**config.mk**
```make
export PLATFORM = sky130hd
export DESIGN_NAME = wr_burst_ctrl
export DESIGN_NICKNAME = d
export VERILOG_FILES = /design/src/rtl/wr_burst_ctrl.sv
export SDC_FILE = /design/constraint.sdc
export NUM_CORES = 1
export LEC_CHECK = 0
export ABC_CLOCK_PERIOD_IN_PS = 2900
export BUFFER_PORTS_ARGS = -buffer_cell sky130_fd_sc_hd__buf_2
export CAP_MARGIN = 20
export CORE_UTILIZATION = 55
export DETAILED_ROUTE_END_ITERATION = 10
export PLACE_DENSITY = 0.79
export SETUP_SLACK_MARGIN = 0.2
export SYNTH_ARGS = -nofsm -noshare
export SYNTH_HDL_FRONTEND = slang
export SYNTH_SLANG_ARGS = --single-unit
```
**constraint.sdc**
```tcl
create_clock -name wclk -period 2.9 [get_ports wclk]
set_clock_uncertainty 0.15 [all_clocks]
set_input_delay 0.435 -clock wclk [delete_from_list [all_inputs] [get_ports wclk]]
set_output_delay 0.435 -clock wclk [all_outputs]
set_load 0.02 [all_outputs]
```
**src/rtl/wr_burst_ctrl.sv**
```systemverilog
// Write-domain burst controller: pulls a counted burst from a producer
// through a 2-entry skid buffer and writes it into the FIFO.
module wr_burst_ctrl #(
  parameter int DATASIZE = 8,
  parameter int LENW     = 8,
  parameter int CNTW     = 16
) (
  input  logic                wclk,
  input  logic                w_rst_n,
  input  logic                burst_start,
  input  logic [LENW-1:0]     burst_len,
  input  logic                s_valid,
  input  logic [DATASIZE-1:0] s_data,
  output logic                s_ready,
  input  logic                wfull,
  output logic                winc,
  output logic [DATASIZE-1:0] wdata,
  output logic                busy,
  output logic                burst_done,
  output logic [CNTW-1:0]     words_total
);

  typedef enum logic [1:0] {
    IDLE,
    RUN,
    DONE
  } state_t;

  state_t              state;
  state_t              state_nx;
  logic [LENW-1:0]     acc_rem;
  logic [LENW-1:0]     wr_rem;
  logic [1:0]          occ;
  logic [DATASIZE-1:0] buf0;
  logic [DATASIZE-1:0] buf1;
  logic [CNTW-1:0]     cnt;
  logic                in_run;
  logic                acc;
  logic                wr;
  logic                start;

  assign in_run      = (state == RUN);
  assign start       = (state == IDLE) && burst_start;
  assign s_ready     = in_run && !occ[1] && (acc_rem != '0);
  assign winc        = in_run && (occ != 2'd0) && !wfull;
  assign acc         = s_valid && s_ready;
  assign wr          = winc;
  assign wdata       = buf0;
  assign busy        = (state == RUN) || (state == DONE);
  assign burst_done  = (state == DONE);
  assign words_total = cnt;

  always_comb begin
    state_nx = state;
    unique case (state)
      IDLE: begin
        if (burst_start) begin
          if (burst_len == '0) state_nx = DONE;
          else                 state_nx = RUN;
        end
      end
      RUN: begin
        if (wr && (wr_rem == LENW'(1))) state_nx = DONE;
      end
      DONE:    state_nx = IDLE;
      default: state_nx = IDLE;
    endcase
  end

  always_ff @(posedge wclk or negedge w_rst_n) begin
    if (!w_rst_n) state <= IDLE;
    else          state <= state_nx;
  end

  always_ff @(posedge wclk or negedge w_rst_n) begin
    if (!w_rst_n) begin
      acc_rem <= '0;
      wr_rem  <= '0;
    end else if (start) begin
      acc_rem <= burst_len;
      wr_rem  <= burst_len;
    end else begin
      if (acc) acc_rem <= acc_rem - LENW'(1);
      if (wr)  wr_rem  <= wr_rem - LENW'(1);
    end
  end

  // accept+write together only happens with exactly one entry held
  always_ff @(posedge wclk or negedge w_rst_n) begin
    if (!w_rst_n) begin
      occ  <= 2'd0;
      buf0 <= '0;
      buf1 <= '0;
    end else begin
      unique case ({acc, wr})
        2'b10: begin
          if (occ == 2'd0) buf0 <= s_data;
          else             buf1 <= s_data;
          occ <= occ + 2'd1;
        end
        2'b01: begin
          buf0 <= buf1;
          occ  <= occ - 2'd1;
        end
        2'b11: buf0 <= s_data;
        default: ;
      endcase
    end
  end

  always_ff @(posedge wclk or negedge w_rst_n) begin
    if (!w_rst_n)  cnt <= '0;
    else if (wr)   cnt <= cnt + CNTW'(1);
  end

endmodule

```
==> summary.md <==
| Metric | Value |
|---|---|
| Leakage power | 1.47 nW |
| Category of cells accounting for the largest share of critical-path delay | buffers and inverters |
| Crit share post-route | a little under nine tenths |
| Layout Cell Area excl Fill | 3080 sq um |
| Synthesized instance count | between 200 and 300 |
| Number of placed instances with taps included | between 300 and 400 |
| Cell with the largest stage delay on the worst path | dfrtp_1 |
| IO Port Bufs | 48 |
| Worst reg2reg path depth | 11 |
| Synthesis-stage register bit count | between 50 and 60 |
| Number of global-route vias before repair | roughly 2000 |
| Share of async-settable or async-resettable flops after synthesis | between 90% and 100% |
| Clock tree from TritonCTS | built |
| Die footprint | about 5100 sq um |
| Via density per instance | approximately 5.6 |
| Capturing element type of the critical path | output port |
| TritonCTS Sinks | between 50 and 60 |
| Routed wire per std cell | 14.6 um |
| CP most frequent cell | inv_1 |
| Outcome | finished with violations |
| Number of optimization iterations in the first detailed-route pass | 7 |
| Number of DRC markers after the initial detailed-route iteration | 85 |
| Layout Nets | approximately 340 |
| Maximum vdd ir drop | between 500 and 600 uV |
| Count of synthesis-stage warnings from yosys | 0 |
| Register-to-register setup slack | about 0.47 ns |
| Worst setup SP type | flip-flop |
| Maximum number of pins on one net before global-route repair | 38 |
| Die Height | just over 70 um |
| Data arrival time of the worst path | 1.89 ns |
| Buffer type at the clock tree root | clkbuf_8 |
| Number of enable-type register cells in the synthesized netlist | 0 |
| Synthesis-to-finish area growth | 16.9% |
| Peak Freq | roughly 0.40 GHz |
| R2R Path Start | state[1]$_DFFE_PN0P_ |
| Seq/Total Area, Yosys | roughly 50% |
| Worst Hold Endpoint | buf1[4]$_DFFE_PN0P_ |
| Starting density of the core | between 50 and 60% |
| Placed cell area | 2950 sq um |
| Residual overflow from global routing | 0 |
| Worst Path Buf+Inv | 3 |
| # Max-Cap Violations | 0 |
| First-pass GRT wire length | about 9000 um |
| Worst-margin pin slew | approximately 0.66 ns |
| Most common library cell in the layout ignoring fill and taps | dfrtp_1 |
| # diodes | 0 |
| Post-CTS Setup Repair Bufs | 0 |
| Clock period minus worst slack | 2.48 ns |
| PD cells | ~900 nW/um^2 |
| Final standard cell count with taps included and fillers excluded | between 300 and 400 |
| Row Count | 24 |
| Primary flip-flop cell chosen by synthesis mapping | dfrtp_1 |
| CTS clk-pin slew, worst paths | ~0.10 ns |
| Worst path max stage delay | around 0.42 ns |
| DRC violations left | 4 |
| Unique masters post-synth | 45 |
| CTS Buf Count | 5 |
| Crit-path cells | inv_1 > ha_1 > nor2b_2 > nand2_2 > inv_1 > buf_2 |
| Antenna violations before repair | 0 |
| Type of the worst setup path | reg2out |
| Total track usage | 23.0% |
| Core Area | between 4000 and 5000 sq um |
| Total half-perimeter wirelength after legalization and detailed placement | 3820 um |
| Final weighted congestion of routability-driven global placement | just over 0.8 |
| Headroom to the max-slew limit | between 50% and 60% |
| Failing checks | DRC |
| RSZ-0062 raised after global routing | false |
| Most frequent cells in the layout | dfrtp_1 (52), buf_2 (48), nand2_1 (21) |
| End of the worst register-to-register path | occ[1]$_DFFE_PN0P_ |
| Fin Setup TNS | 0 ns |
| Antenna-violating nets left | 0 |
| Via count | approximately 2000 |
| Number of endpoints with negative hold slack in the final report | 0 |
| Summed instance area of the synthesized netlist | 2630 sq um |
| Die W | 71.2 um |
| Aggregate routed wire length | roughly 5200 um |
| Worst Hold Launch | s_data[4] |
| H-tree levels | 2 |
| Post-Synthesis Mean Instance Area | ~10 sq um |
| Biggest fanout along the worst timing path | 10 |
| Number of max-slew violations in the final report | 0 |
| Maximum clock insertion buffer count | 2 |
| Total nets after synthesis | 284 |
| I/O pin count | between 40 and 50 |
| HP Class | in2reg |
| Final setup fails | 0 |
| Clock Latency Late Sink | between 0.3 and 0.4 ns |
| CP Depth | 6 |
| Hold Path Depth | 2 |
| Critical path origin | state[1]$_DFFE_PN0P_ |
| Worst Path Required | between 2 and 2.5 ns |
| Fraction of layout instances using a drive strength above 1 | around 26% |
[repair_timing]
action	in CTS	in global routing
setup endpoints to repair	1	10
resized for setup	1	2
hold endpoints to repair	15	0
pin swaps	0	0
hold buffers	1	0
[state kept, by name, indices dropped and copies added (netlist names)]
| name | cells |
|---|---|
| acc_rem | 8 |
| buf1 | 8 |
| occ | 2 |
| state | 2 |
| wdata | 8 |
| words_total | 16 |
| wr_rem | 8 |
[worst max path at each step]
| stage | slack [ns] | end |
|---|---|---|
| after floorplan | 0.28 | wdata[6]$_DFFE_PN0P_ |
| after global placement | 0.41 | occ[1]$_DFFE_PN0P_ |
| after detailed placement | 0.35 | occ[1]$_DFFE_PN0P_ |
| after CTS | 0.31 | winc |
| after global routing | 0.29 | winc |
| final | 0.42 | winc |
[worst reg2reg max path, cell delays in order (launching register included)]
cell	delay, ns
dfrtp_1	0.42
inv_1	0.09
ha_1	0.17
buf_4	0.17
nand3b_1	0.15
a21oi_2	0.32
inv_1	0.13
ha_1	0.20
buf_4	0.19
xor2_1	0.14
nand2_1	0.08
xnor2_1	0.12
[cell type report]
cell class / instances / area, sq um
clock buffer: 5 / 68.8
sequential: 52 / 1300
tap: 52 / 65.1
fill: 345 / 1400
multi-input combinational: 183 / 1260
timing repair buffer: 55 / 295
clock inverter: 3 / 42.5
inverter: 10 / 37.5
[cells in the mapped netlist (all sizes together) (4+ instances only)]
master  number  area, sq um
mux2i        9         90.1
nand2       22         82.6
nor4         7         43.8
o21ai       11         55.1
a21oi       16         83.8
nand4        5         31.3
or4          4         33.8
mux2         8         90.1
clkbuf       5         18.8
xor2        18          158
dfrtp       52         1300
nand3        7         35.0
inv         10         37.5
ha          11          138
nor3         9         45.0
xnor2       10         87.6
nor2        18         67.6
[kinds of logic after synthesis]
kind of cell | synth area share, %
and+or+nand+nor | 17.9
DFF | 49.5
AOI/OAI and AO/OA | 8.46
xor gates and xnor gates | 9.32
buffers and inverters | 2.76
muxes | 6.85
adders and majority gates | 5.23
[stage by stage]
step	util [%]	setup slack, ns	hold WS (ns)	power (mW)
3_3_place_gp	65.9	0.407	0.211	2.23
6_report	68.7	0.424	0.218	2.78
5_1_grt	68.7	0.293	0.220	2.99
2_1_floorplan	-	0.282	-0.0106	1.96
4_1_cts	68.6	0.309	0.211	2.79
3_5_place_dp	65.9	0.352	0.223	2.27
[routing by layer]
metal / vias to the layer above / part of all wire (%) / global-route usage [%]
met5: - / 0 / 0
met4: 0 / 1.6 / 7.78
met3: 7 / 4.6 / 4.99
met2: 60 / 48 / 38.2
met1: 971 / 46 / 29.9
li1: 991 / - / -
[power by group]
part           switching, mW  total [mW]  leakage (nW)  internal [mW]
combinational          0.597        1.05         0.774          0.453
sequential             0.234        1.23         0.639          0.993
clock                  0.248       0.503        0.0541          0.256
(Power assumes the default switching activity.)
